[src/rtl/loader_pkg.sv]
// loader_pkg: shared definitions for the boot-time instruction-memory loader.
//   state_t     - loader FSM state encoding
//   HDR_BYTES   - bytes in the word-count header
//   WORD_BYTES  - bytes per instruction word (and per checksum)
//   CSUM_BYTES  - bytes in the trailing checksum
//   word_addr() - byte address of word k relative to a base address
package loader_pkg;

  typedef enum logic [2:0] {
    HDR_HI,
    HDR_LO,
    DATA,
    CSUM,
    DONE,
    ERROR
  } state_t;

  localparam int HDR_BYTES  = 2;
  localparam int WORD_BYTES = 4;
  localparam int CSUM_BYTES = WORD_BYTES;

  function automatic logic [31:0] word_addr(input logic [31:0] base,
                                            input logic [31:0] k);
    return base + (k << 2);
  endfunction

endpackage

[src/rtl/byte_to_word.sv]
// byte_to_word: big-endian shift assembler turning a byte stream into
// 32-bit words.
//   clk, reset  - clock and synchronous active-high reset
//   clear       - drop any partially assembled word
//   byte_valid  - byte_data is consumed this cycle
//   byte_data   - incoming byte (first byte lands in word[31:24])
//   word        - assembled word; meaningful only while word_valid is high
//   word_valid  - strobe: the byte consumed this cycle completes a word
module byte_to_word
  import loader_pkg::*;
(
  input  logic        clk,
  input  logic        reset,
  input  logic        clear,
  input  logic        byte_valid,
  input  logic [7:0]  byte_data,
  output logic [31:0] word,
  output logic        word_valid
);

  localparam logic [1:0] LAST_BYTE = 2'(WORD_BYTES - 1);

  // Only the three earlier bytes need storing; the fourth is taken straight
  // from the input so the completed word is available in its arrival cycle.
  logic [1:0]  count_reg;
  logic [23:0] shift_reg;

  always_ff @(posedge clk) begin
    if (reset || clear) begin
      count_reg <= 2'd0;
      shift_reg <= 24'd0;
    end else if (byte_valid) begin
      shift_reg <= {shift_reg[15:0], byte_data};
      count_reg <= count_reg + 2'd1;  // wraps 3 -> 0 at each word boundary
    end
  end

  assign word       = {shift_reg, byte_data};
  assign word_valid = byte_valid && (count_reg == LAST_BYTE);

endmodule

[src/rtl/imem_loader.sv]
// imem_loader: loads a program image from a byte stream into instruction
// memory and holds the core in reset until the image verifies.
// Image: 2-byte word count N, N big-endian words, XOR-of-words checksum.
//   clk, reset - clock and synchronous active-high reset
//   in_valid   - byte offered on in_data
//   in_data    - stream byte
//   in_ready   - byte accepted when in_valid & in_ready
//   imem_we    - one-cycle write strobe per instruction word
//   imem_a     - byte address of the write
//   imem_wd    - word written
//   cpu_hold   - core reset request, released once done
//   done       - image loaded and checksum matched (sticky)
//   error      - oversize image or checksum mismatch (sticky)
module imem_loader
  import loader_pkg::*;
#(
  parameter int          DEPTH     = 64,
  parameter logic [31:0] BASE_ADDR = 32'h0000_0000
) (
  input  logic        clk,
  input  logic        reset,
  input  logic        in_valid,
  input  logic [7:0]  in_data,
  output logic        in_ready,
  output logic        imem_we,
  output logic [31:0] imem_a,
  output logic [31:0] imem_wd,
  output logic        cpu_hold,
  output logic        done,
  output logic        error
);

  localparam int CW = $clog2(DEPTH + 1);

  state_t          state_reg, state_next;
  logic [7:0]      n_hi_reg;
  logic [CW-1:0]   n_reg;
  logic [CW-1:0]   k_reg;
  logic [31:0]     csum_reg;
  logic            imem_we_reg;
  logic [31:0]     imem_a_reg;
  logic [31:0]     imem_wd_reg;

  logic            accept;
  logic            asm_valid;
  logic            asm_clear;
  logic [31:0]     asm_word;
  logic            asm_word_valid;
  logic [15:0]     header_n;
  logic            last_word;

  assign in_ready = !reset && (state_reg inside {HDR_HI, HDR_LO, DATA, CSUM});
  assign accept   = in_valid && in_ready;

  // The assembler sees only payload bytes; holding it clear while waiting
  // for a header guarantees every image starts on a word boundary.
  assign asm_valid = accept && (state_reg inside {DATA, CSUM});
  assign asm_clear = (state_reg == HDR_HI);

  assign header_n  = {n_hi_reg, in_data};
  assign last_word = ((k_reg + CW'(1)) == n_reg);

  byte_to_word u_asm (
    .clk        (clk),
    .reset      (reset),
    .clear      (asm_clear),
    .byte_valid (asm_valid),
    .byte_data  (in_data),
    .word       (asm_word),
    .word_valid (asm_word_valid)
  );

  always_ff @(posedge clk) begin
    if (reset) state_reg <= HDR_HI;
    else       state_reg <= state_next;
  end

  always_comb begin
    state_next = state_reg;
    case (state_reg)
      HDR_HI: if (accept) state_next = HDR_LO;
      HDR_LO: begin
        if (accept) begin
          if ({1'b0, header_n} > 17'(DEPTH)) state_next = ERROR;
          else if (header_n == 16'd0)        state_next = CSUM;
          else                               state_next = DATA;
        end
      end
      DATA:   if (asm_word_valid && last_word) state_next = CSUM;
      CSUM: begin
        if (asm_word_valid)
          state_next = (asm_word == csum_reg) ? DONE : ERROR;
      end
      default: state_next = state_reg;  // DONE / ERROR hold until reset
    endcase
  end

  always_ff @(posedge clk) begin
    if (reset) begin
      n_hi_reg    <= 8'd0;
      n_reg       <= '0;
      k_reg       <= '0;
      csum_reg    <= 32'd0;
      imem_we_reg <= 1'b0;
      imem_a_reg  <= BASE_ADDR;
      imem_wd_reg <= 32'd0;
    end else begin
      imem_we_reg <= 1'b0;
      if (accept && state_reg == HDR_HI) n_hi_reg <= in_data;
      // Truncation is harmless: an oversize count never leaves HDR_LO
      // for DATA, so n_reg is only used when it fits.
      if (accept && state_reg == HDR_LO) n_reg <= CW'(header_n);
      if (asm_word_valid && state_reg == DATA) begin
        imem_we_reg <= 1'b1;
        imem_a_reg  <= word_addr(BASE_ADDR, 32'(k_reg));
        imem_wd_reg <= asm_word;
        csum_reg    <= csum_reg ^ asm_word;
        k_reg       <= k_reg + CW'(1);
      end
    end
  end

  assign imem_we  = imem_we_reg;
  assign imem_a   = imem_a_reg;
  assign imem_wd  = imem_wd_reg;
  assign done     = (state_reg == DONE);
  assign error    = (state_reg == ERROR);
  assign cpu_hold = !done;

endmodule

[config.mk]
export PLATFORM = sky130hd
export DESIGN_NAME = imem_loader
export DESIGN_NICKNAME = d
export VERILOG_FILES = /design/src/rtl/loader_pkg.sv /design/src/rtl/byte_to_word.sv /design/src/rtl/imem_loader.sv
export SDC_FILE = /design/constraint.sdc
export NUM_CORES = 1
export LEC_CHECK = 0
export ABC_AREA = 1
export BUFFER_PORTS_ARGS = -buffer_cell sky130_fd_sc_hd__buf_2
export CAP_MARGIN = 20
export CORE_MARGIN = 3
export CORE_UTILIZATION = 61
export DETAILED_ROUTE_END_ITERATION = 8
export PLACE_DENSITY = 0.84
export SLEW_MARGIN = 20
export SYNTH_ARGS = -nofsm -noshare
export SYNTH_HDL_FRONTEND = slang
export SYNTH_SLANG_ARGS = --single-unit
[constraint.sdc]
create_clock -name clk -period 3.35 [get_ports clk]
set_input_delay 0.67 -clock clk [delete_from_list [all_inputs] [get_ports clk]]
set_output_delay 0.67 -clock clk [all_outputs]
set_load 0.005 [all_outputs]
### Word level (Yosys, flattened, before mapping)

Cells that the tools add are included.

* bitwise logic cells: 1
* equal/unequal tests: 12
* magnitude comparators: 1
* reductions and logical operators: 16
* add/sub/neg operators: 2
* multiplexer cells: 9

Operators by type and width (count)
* $eq A32 B32 Y1: 1
* $xor A32 B32 Y32: 1
* $gt A16 B7 Y1 const B: 1
* $logic_not A16 Y1: 1
* $mux W3: 5
* $pmux W3 S4: 1
* $logic_and A1 B1 Y1: 8
* $ne A2 B2 Y1 const B: 4
* $add A7 B1 Y7 const B: 1
* $eq A7 B7 Y1: 1
* $eq A3 B2 Y1 const B: 2
* $eq A3 B3 Y1 const B: 2
* $reduce_and A5 Y1: 1
* $reduce_bool A4 Y1: 1
* $eq A3 B1 Y1 const B: 1
* $logic_not A3 Y1: 1
* $mux W1: 3
* $add A2 B1 Y2 const B: 1
* $eq A2 B2 Y1 const B: 1
* $logic_not A1 Y1: 2
* $reduce_bool A2 Y1: 1
* $logic_or A1 B1 Y1: 1

* logic and storage cells: 51
* input bits: 11
* bits in registers: 123
* output and inout port bits: 69

### Longest topological paths before layout

Gate-level depths: netlist (run 1).

* depth in word-level cells: 9
* mapped depth: 14
* gate-level depth less buffers: 14

### By module

A second synthesis (run 1) with hierarchy kept.

* cell total of the unflattened synthesis: 828
* area total of the unflattened synthesis: 5666.7 sq um

Modules (own cells, without submodules)
* imem_loader: times used 1, area an instance 4504.3 sq um, cells each 653, sequential area each 1941.9 sq um
* byte_to_word: times used 1, area an instance 1162.4 sq um, cells each 175, sequential area each 520.5 sq um

### Worst setup path after synthesis (run 1)

OpenSTA, ideal clock, no wires.

* path type: input-to-reg
* from: in reset
* to: reg imem_wd_reg[5], in the netlist imem_wd[5]
* buffers on the path: 1
* stages: 7
* required time: 3.228 ns
* setup slack: 1.684 ns
* setup time: 0.122 ns
* arrival time: 1.544 ns
* path through: nor2_4 -> nand2_4 -> nor3_4 -> inv_1 -> buf_2 -> nand3_1 -> o21ai_0

* longest elaborated chain between the ends: 6

Ends and longest elaborated chain
* start, declared: RTL line imem_loader.sv:21 `input logic reset,`
* $logic_not A1 Y1: RTL line imem_loader.sv:52 `assign in_ready = !reset && (state_reg inside {HDR_HI, HDR_LO, DATA, CSUM});`
* $logic_and A1 B1 Y1: RTL line imem_loader.sv:52
* $logic_and A1 B1 Y1: RTL line imem_loader.sv:53 `assign accept = in_valid && in_ready;`
* $logic_and A1 B1 Y1: RTL line imem_loader.sv:57 `assign asm_valid = accept && (state_reg inside {DATA, CSUM});`
* $logic_and A1 B1 Y1: RTL line byte_to_word.sv:39 `assign word_valid = byte_valid && (count_reg == LAST_BYTE);`
* $logic_and A1 B1 Y1: RTL line imem_loader.sv:113 `if (asm_word_valid && state_reg == DATA) begin`
* end signal, assigned: RTL line imem_loader.sv:116 `imem_wd_reg <= asm_word;`
* end, declared: RTL line imem_loader.sv:42 `logic [31:0] imem_wd_reg;`

Parallel ways exist; a longest one is shown, timed or not.
A chain may end at the register's enable or synchronous reset.

### Worst setup path in the final report (run 1)

* from: reg state_reg[2]
* to: out error

* longest elaborated chain between the ends: 1

Ends and longest elaborated chain
* start, declared: RTL line imem_loader.sv:35 `state_t state_reg, state_next;`
* start signal, assigned: RTL line imem_loader.sv:75 `else state_reg <= state_next;`
* $eq A3 B3 Y1: RTL line imem_loader.sv:127 `assign error = (state_reg == ERROR);`
* end, declared: RTL line imem_loader.sv:30 `output logic error`

No other way between the ends.

==> load_flow_metrics.sql, run 1 <==
INSERT INTO impl_metrics (metric_group, metric, value, unit) VALUES
('outcome', 'run_status', 'complete, no violations', ''),
('layout', 'final_net_count', '783', ''),
('floorplanning', 'number_of_standard_cell_rows_in_the_floorplan', '33', ''),
('timing', 'timing.fmax', '475', 'MHz'),
('timing', 'grt_setup_unrepaired', 'false', ''),
('place', 'gp_congestion', '0.823', ''),
('timing', 'setup_viol', '0', ''),
('synthesis', 'async_flop_share', '0', '%'),
('synthesis', 'ys_seq_area_share', '45.4', '%'),
('drt', 'route.detailed.wl_per_inst', '13.7', 'um'),
('worst_hold_path', 'holdCritPathClass', 'input port to flip-flop', ''),
('cts', 'cts_buffers', '17', ''),
('synthesis', 'yosys-top-cells-area', 'dfxtp_1 45%, nand2_1 10%, o21ai_0 7.0%, a21oi_1 6.2%, inv_1 6.1%', ''),
('drt', 'highest_layer', 'met4', ''),
('timing', 'report.final.slew_viol_count', '0', ''),
('place', 'port_buffers', '54', ''),
('power', 'cellPowerDensity', '551', 'nW/um^2'),
('cts', 'post-cts-setup-buffer-count', '0', ''),
('cts', 'cts_max_path_buffers', '2', ''),
('power', 'vdd_ir_drop_max', '0.365', 'mV'),
('place', 'place_hpwl', '7820', 'um'),
('synthesis', 'yosys_warning_total', '0', ''),
('grt', 'first_global_vias', '4343', ''),
('place', 'placed_area', '5570', 'sq um'),
('worst_setup_path', 'timing.setup.critical_path_class', 'flip-flop to output port', ''),
('grt', 'largest_net_degree_at_the_start_of_global_routing', '132', ''),
('synthesis', 'syn_avg_cell_area', '7.41', 'sq um'),
('grt', 'grt_pass1_wl', '19800', 'um'),
('synthesis', 'synth_edf_count', '0', ''),
('timing', 'fin_setup_tns', '0', 'ns'),
('synthesis', 'synth_top_cell_area_share', '45.4', '%'),
('synthesis', 'synthDominantAreaCellType', 'dfxtp_1', ''),
('floorplanning', 'die_width', '100', 'um'),
('cts', 'post_cts_resize_count', '0', ''),
('timing', 'maxSlewHeadroom', '34.0', '%'),
('synthesis', 'synthesis.instances', '731', ''),
('floorplanning', 'die_h', '100', 'um'),
('cts', 'cts_tree', 'built', ''),
('layout', 'final_design_area_no_fill', '6140', 'sq um'),
('layout', 'area.growth.synth_to_final', '13.3', '%'),
('cts', 'cts.sink_count', '123', ''),
('layout', 'insertedDiodeCount', '0', ''),
('timing', 'layout_worst_path_cycle_share', '62.8', '%'),
('synthesis', 'synth_compound_area_share', '21.7', '%'),
('drt', 'drt-pass1-iter-count', '5', ''),
('worst_setup_path', 'worst_ep_required_time', '2.68', 'ns'),
('floorplanning', 'ios', '80', ''),
('worst_setup_path', 'cp_max_fo', '6', ''),
('synthesis', 'yosys.area_share.simple', '18.2', '%'),
('power', 'leakagePower', '2.72', 'nW'),
('floorplanning', 'fp.dieArea', '10100', 'sq um'),
('synthesis', 'synth.cells.most_frequent', '151 x nand2_1, 123 x dfxtp_1, 88 x inv_1', ''),
('run', 'drv_cap', '0', ''),
('drt', 'postRouteWirelength', '12200', 'um'),
('grt', 'grtUsageTotal', '24.6', '%'),
('cts', 'cts_hold_buffers', '0', ''),
('synthesis', 'synth.distinct_cells', '30', ''),
('drt', 'initialDrtViolationCount', '271', ''),
('grt', 'globalRouteOverflowTotal', '0', ''),
('cts', 'clk-insertion-delay-late', '0.52', 'ns'),
('drt', 'drc_errors', '0', ''),
('timing', 'hold_violations', '0', ''),
('drt', 'wire_length_on_met1', '5330', 'um'),
('floorplanning', 'floorplan.initialDensity', '64.3', '%'),
('drt', 'route.vias.total', '4794', ''),
('layout', 'proportion_of_layout_cells_with_a_drive_suffix_above_1', '15.2', '%'),
('cts', 'cts.clk_slew.worst_paths', '0.06', 'ns'),
('synthesis', 'synth_seq_cells', '123', ''),
('synthesis', 'post_synth_xor_area_fraction', '0.970', '%'),
('drt', 'dr_wl_met3', '725', 'um'),
('synthesis', 'synthMuxAreaShare', '0', '%');
==> path summary, 6_finish.rpt <==
| check | startpoint | endpoint | slack, ns | depth (start not counted) |
|---|---|---|---|---|
| max | state_reg[2] | error | 1.25 | 3 |
| min | reset | k_reg[0] | 0.45 | 2 |
| min reg2reg | n_hi_reg[5] | n_hi_reg[5] | 0.46 | 2 |
| max reg2reg | k_reg[0] | state_reg[1] | 1.30 | 12 |
==> worst max-delay path: stages, from the launching register on <==
cell	delay [ns]
dfxtp_1	0.49
inv_1	0.15
nor2_1	0.15
buf_2	0.13
==> placed cells by master (no fill, tap or decap), types with 3 or more instances in the layout <==
master	count
a211oi_1	21
nor2_1	59
clkinv_2	3
clkinvlp_4	6
a21oi_2	20
inv_2	4
dfxtp_1	123
inv_1	87
clkbuf_16	16
a21oi_1	67
xnor2_1	5
o21ai_0	76
buf_2	54
nand2_1	151
o21ai_1	20
conb_1	25
nand3_1	19
==> power breakdown <==
| group | internal, W | switching [W] |
|---|---|---|
| Combinational | 0.0000377 | 0.000107 |
| Sequential | 0.00148 | 0.0000104 |
| Clock | 0.00108 | 0.000673 |
| Total | 0.00259 | 0.000790 |
==> area by class of cell <==
type                            instances  area, sq um
Clock buffer                           18          428
Clock inverter                         14          146
Fill cell                             649         2280
Inverter                               91          342
Multi-Input combinational cell        481         2330
Sequential cell                       123         2460
Tap cell                              105          131
Timing Repair Buffer                   56          298
==> stage by stage <==
step	hold WS, ns	power (W)	std cells	utilization, %	setup WS (ns)
2_1_floorplan	0.424	0.00164	755	-	1.68
3_3_place_gp	0.433	0.00165	856	66.1	1.27
3_5_place_dp	0.446	0.00166	856	66.1	1.19
4_1_cts	0.437	0.00338	888	72.9	1.27
5_1_grt	0.455	0.00348	888	72.9	1.13
6_report	0.446	0.00338	888	72.9	1.25
==> layer usage <==
| layer | vias to the layer above | global-route usage, % |
|---|---|---|
| met5 | - | 0 |
| met4 | 0 | 12.4 |
| met3 | 40 | 5.35 |
| met2 | 178 | 39.6 |
| met1 | 2182 | 31.0 |
| li1 | 2394 | - |
==> logic make-up (layout without fill, tap and decap cells) <==
group | count (synthesis) | after routing
simple gates | 241 | 241
compound gates | 207 | 207
buf+inv | 151 | 179
flops | 123 | 123
xor+xnor | 6 | 6
fa+ha+maj | 2 | 2
other cells | 1 | 25
No activity file was read; power rests on OpenSTA's default activity.
==> inputs of run 2 (changes only) <==
- CORE_UTILIZATION: 61 -> 51
- PLACE_DENSITY: 0.84 -> 0.75
- clock period: 3.35 -> 1.75 ns (I/O delays scaled with it)
==> run 2 against run 1 <==
Critical endpoint is now imem_wd[1]. Critical path type is now flip-flop to flip-flop. Critical path depth grew 5. Sequential power grew 91%. Wire length grew 6.3%. Highest routed layer unchanged. Register-to-register slack lost 1.3 ns. Total power grew 86%. Global-route usage shrank 2.3 points. Core utilization shrank 11 points. Largest cell class unchanged. Clock skew grew 0.0051 ns. Sequential cell count is the same. Non-clock buffer count grew 21. Final area grew 4.7%.
==> load_flow_metrics.sql, run 2 (same netlist as run 1, synthesis figures left out) <==
INSERT INTO impl_metrics (metric_group, metric, value, unit) VALUES
('floorplanning', 'fp.dieArea', '11900', 'sq um'),
('worst_setup_path', 'timing.critical_path.from_type', 'flip-flop', ''),
('drt', 'route.vias.total', '4858', ''),
('power', 'switching_share', '22.8', '%'),
('layout', 'area.growth.synth_to_final', '18.7', '%'),
('place', 'post-place-ws', '-0.0205', 'ns'),
('layout', 'final_common_cell', 'nand2_1', ''),
('timing', 'hold-worst-slack', '0.189', 'ns'),
('worst_setup_path', 'worst-endpoint-arrival', '2.11', 'ns'),
('worst_setup_path', 'crit_chain', 'inv_2 -> nor3_4 -> inv_2 -> nor3_4 -> clkinvlp_4 -> buf_6 -> nand3_1 -> o21ai_0', ''),
('cts', 'cts_max_path_buffers', '2', ''),
('floorplanning', 'die_width', '109', 'um'),
('power', 'power.total', '0.00629', 'W'),
('timing', 'setup_viol', '0', ''),
('layout', 'proportion_of_layout_cells_with_a_drive_suffix_above_1', '18.9', '%'),
('run', 'drv_cap', '0', ''),
('floorplanning', 'floorplan.initialDensity', '52.5', '%'),
('timing', 'report.final.slew_viol_count', '0', ''),
('floorplanning', 'die_h', '109', 'um'),
('power', 'sequentialPowerShare', '45.3', '%'),
('power', 'clockPowerShare', '49.8', '%'),
('timing', 'fin_skew', '0.00943', 'ns'),
('grt', 'first_global_vias', '4576', ''),
('drt', 'initialDrtViolationCount', '292', ''),
('drt', 'antenna_violating_nets_post_route', '0', ''),
('place', 'gp_congestion', '0.828', ''),
('cts', 'root_driver', 'clkbuf_8', ''),
('drt', 'postRouteWirelength', '13000', 'um'),
('cts', 'cts_buffers', '17', ''),
('worst_hold_path', 'holdCritPathClass', 'input port to flip-flop', ''),
('cts', 'cts.clk_slew.worst_paths', '0.05', 'ns'),
('worst_setup_path', 'slowest_stage', 'dfxtp_2', ''),
('cts', 'clk-insertion-delay-late', '0.51', 'ns'),
('power', 'power.switching', '0.00143', 'W'),
('worst_setup_path', 'critical-path-top-delay-family', 'buffers and inverters', ''),
('power', 'leakagePower', '2.84', 'nW'),
('grt', 'globalRouteOverflowTotal', '0', ''),
('timing', 'final_period_minus_worst_setup_slack', '1.74', 'ns'),
('timing', 'hold_violations', '0', ''),
('grt', 'grtUsageTotal', '22.2', '%'),
('worst_setup_path', 'cp.buffers_inverters', '4', ''),
('grt', 'largest_net_degree_at_the_start_of_global_routing', '50', ''),
('drt', 'post_drt_via_cell_ratio', '5.17', ''),
('outcome', 'run_status', 'complete, no violations', ''),
('timing', 'grt_setup_unrepaired', 'true', ''),
('place', 'port_buffers', '54', ''),
('worst_setup_path', 'cp_slowest_stage_delay', '0.38', 'ns'),
('grt', 'grt_antenna_before_repair', '0', ''),
('power', 'power.combinational.fraction', '4.9', '%'),
('worst_setup_path', 'cp_max_fo', '9', ''),
('floorplanning', 'floorplan.core_area', '10300', 'sq um'),
('worst_setup_path', 'crit_path_end_kind', 'flip-flop', ''),
('worst_setup_path', 'worst_ep_required_time', '2.12', 'ns'),
('cts', 'cts_htree_levels', '4', ''),
('power', 'vdd_ir_drop_max', '0.726', 'mV'),
('place', 'place_hpwl', '8720', 'um'),
('drt', 'route.detailed.wl_per_inst', '13.8', 'um'),
('drt', 'drc_errors', '0', ''),
('layout', 'most-common-layout-cells', '147 x nand2_1, 119 x dfxtp_1, 86 x inv_1', ''),
('timing', 'layout_worst_path_cycle_share', '99.3', '%'),
('floorplanning', 'ios', '80', ''),
('timing', 'final.setup.worst_slack', '0.0121', 'ns'),
('layout', 'insertedDiodeCount', '0', ''),
('power', 'cellPowerDensity', '978', 'nW/um^2'),
('timing', 'timing.fmax', '575', 'MHz'),
('cts', 'cts_tree', 'built', ''),
('layout', 'final_net_count', '804', ''),
('worst_setup_path', 'timing.setup.critical_path_class', 'flip-flop to flip-flop', ''),
('power', 'cell_internal_pwr', '0.00486', 'W'),
('grt', 'grt_pass1_wl', '21000', 'um'),
('cts', 'cts.sink_count', '123', ''),
('drt', 'drt-pass1-iter-count', '5', ''),
('floorplanning', 'number_of_standard_cell_rows_in_the_floorplan', '37', '');
## run 2: cell count changes in the layout (fill, tap and decap cells not counted), moves of 3 or more
cell,change
clkinvlp_4,-3
nand2_1,-4
clkbuf_1,+4
dfxtp_2,+3
buf_4,+14
buf_12,+5
dfxtp_1,-4
nand2_2,+4
## run 2: power by group through the flow
stage	logic, W	registers, W	clock network [W]
global placement	0.000290	0.00291	0
floorplan	0.000233	0.00290	0
global route	0.000343	0.00285	0.00331
CTS	0.000297	0.00285	0.00316
finish	0.000308	0.00285	0.00313
detailed placement	0.000295	0.00291	0
## run 2: area by class of cell
type	count	area [sq um]
clock inverter	8	70.1
fill	887	3890
inverter	91	345
tap	136	170
sequential	123	2470
timing repair buffer	77	526
clock buffer	23	457
multi-input combinational	481	2390
## run 2: timing repair
item                                    CTS  global route
pin swaps                                 0             5
endpoints found under the setup margin    3            34
gates cloned                              0             0
hold buffers                              0             0
setup buffers                             0             4
endpoints found under the hold margin     0             0
gates resized for setup                   2            23
## run 2: worst min-delay path, cell delays in order
cell      delay (ns)
buf_2           0.14
nor2_1          0.10
a211oi_1        0.05
## run 2: worst paths after layout
| path | cells past startpoint | slack (ns) | startpoint | endpoint |
|---|---|---|---|---|
| max reg2reg | 8 | 0.01 | state_reg[1] | imem_wd[1] |
| min reg2reg | 2 | 0.45 | n_hi_reg[4] | n_hi_reg[4] |
| max | 8 | 0.01 | state_reg[1] | imem_wd[1] |
| min | 3 | 0.19 | in_data[1] | u_asm.shift_reg[1] |
## run 2: routing by layer
| metal | GRT usage, % | share of wire [%] | vias to the layer above |
|---|---|---|---|
| met2 | 35.7 | 46 | 181 |
| met1 | 28.3 | 45 | 2217 |
| met3 | 5.80 | 6.6 | 26 |
| met4 | 9.20 | 2.6 | 0 |
| met5 | 0 | 0 | - |
| li1 | - | - | 2434 |
## run 2: per-stage QoR
step                utilization [%]  TNS [ns]  instance area (sq um)  cells
floorplan                         -         0                   5510    755
global placement               56.1         0                   5800    904
detailed placement             56.1   -0.0383                   5800    904
CTS                            61.3         0                   6320    935
global route                   62.3    -0.780                   6430    939
finish                         62.3         0                   6430    939
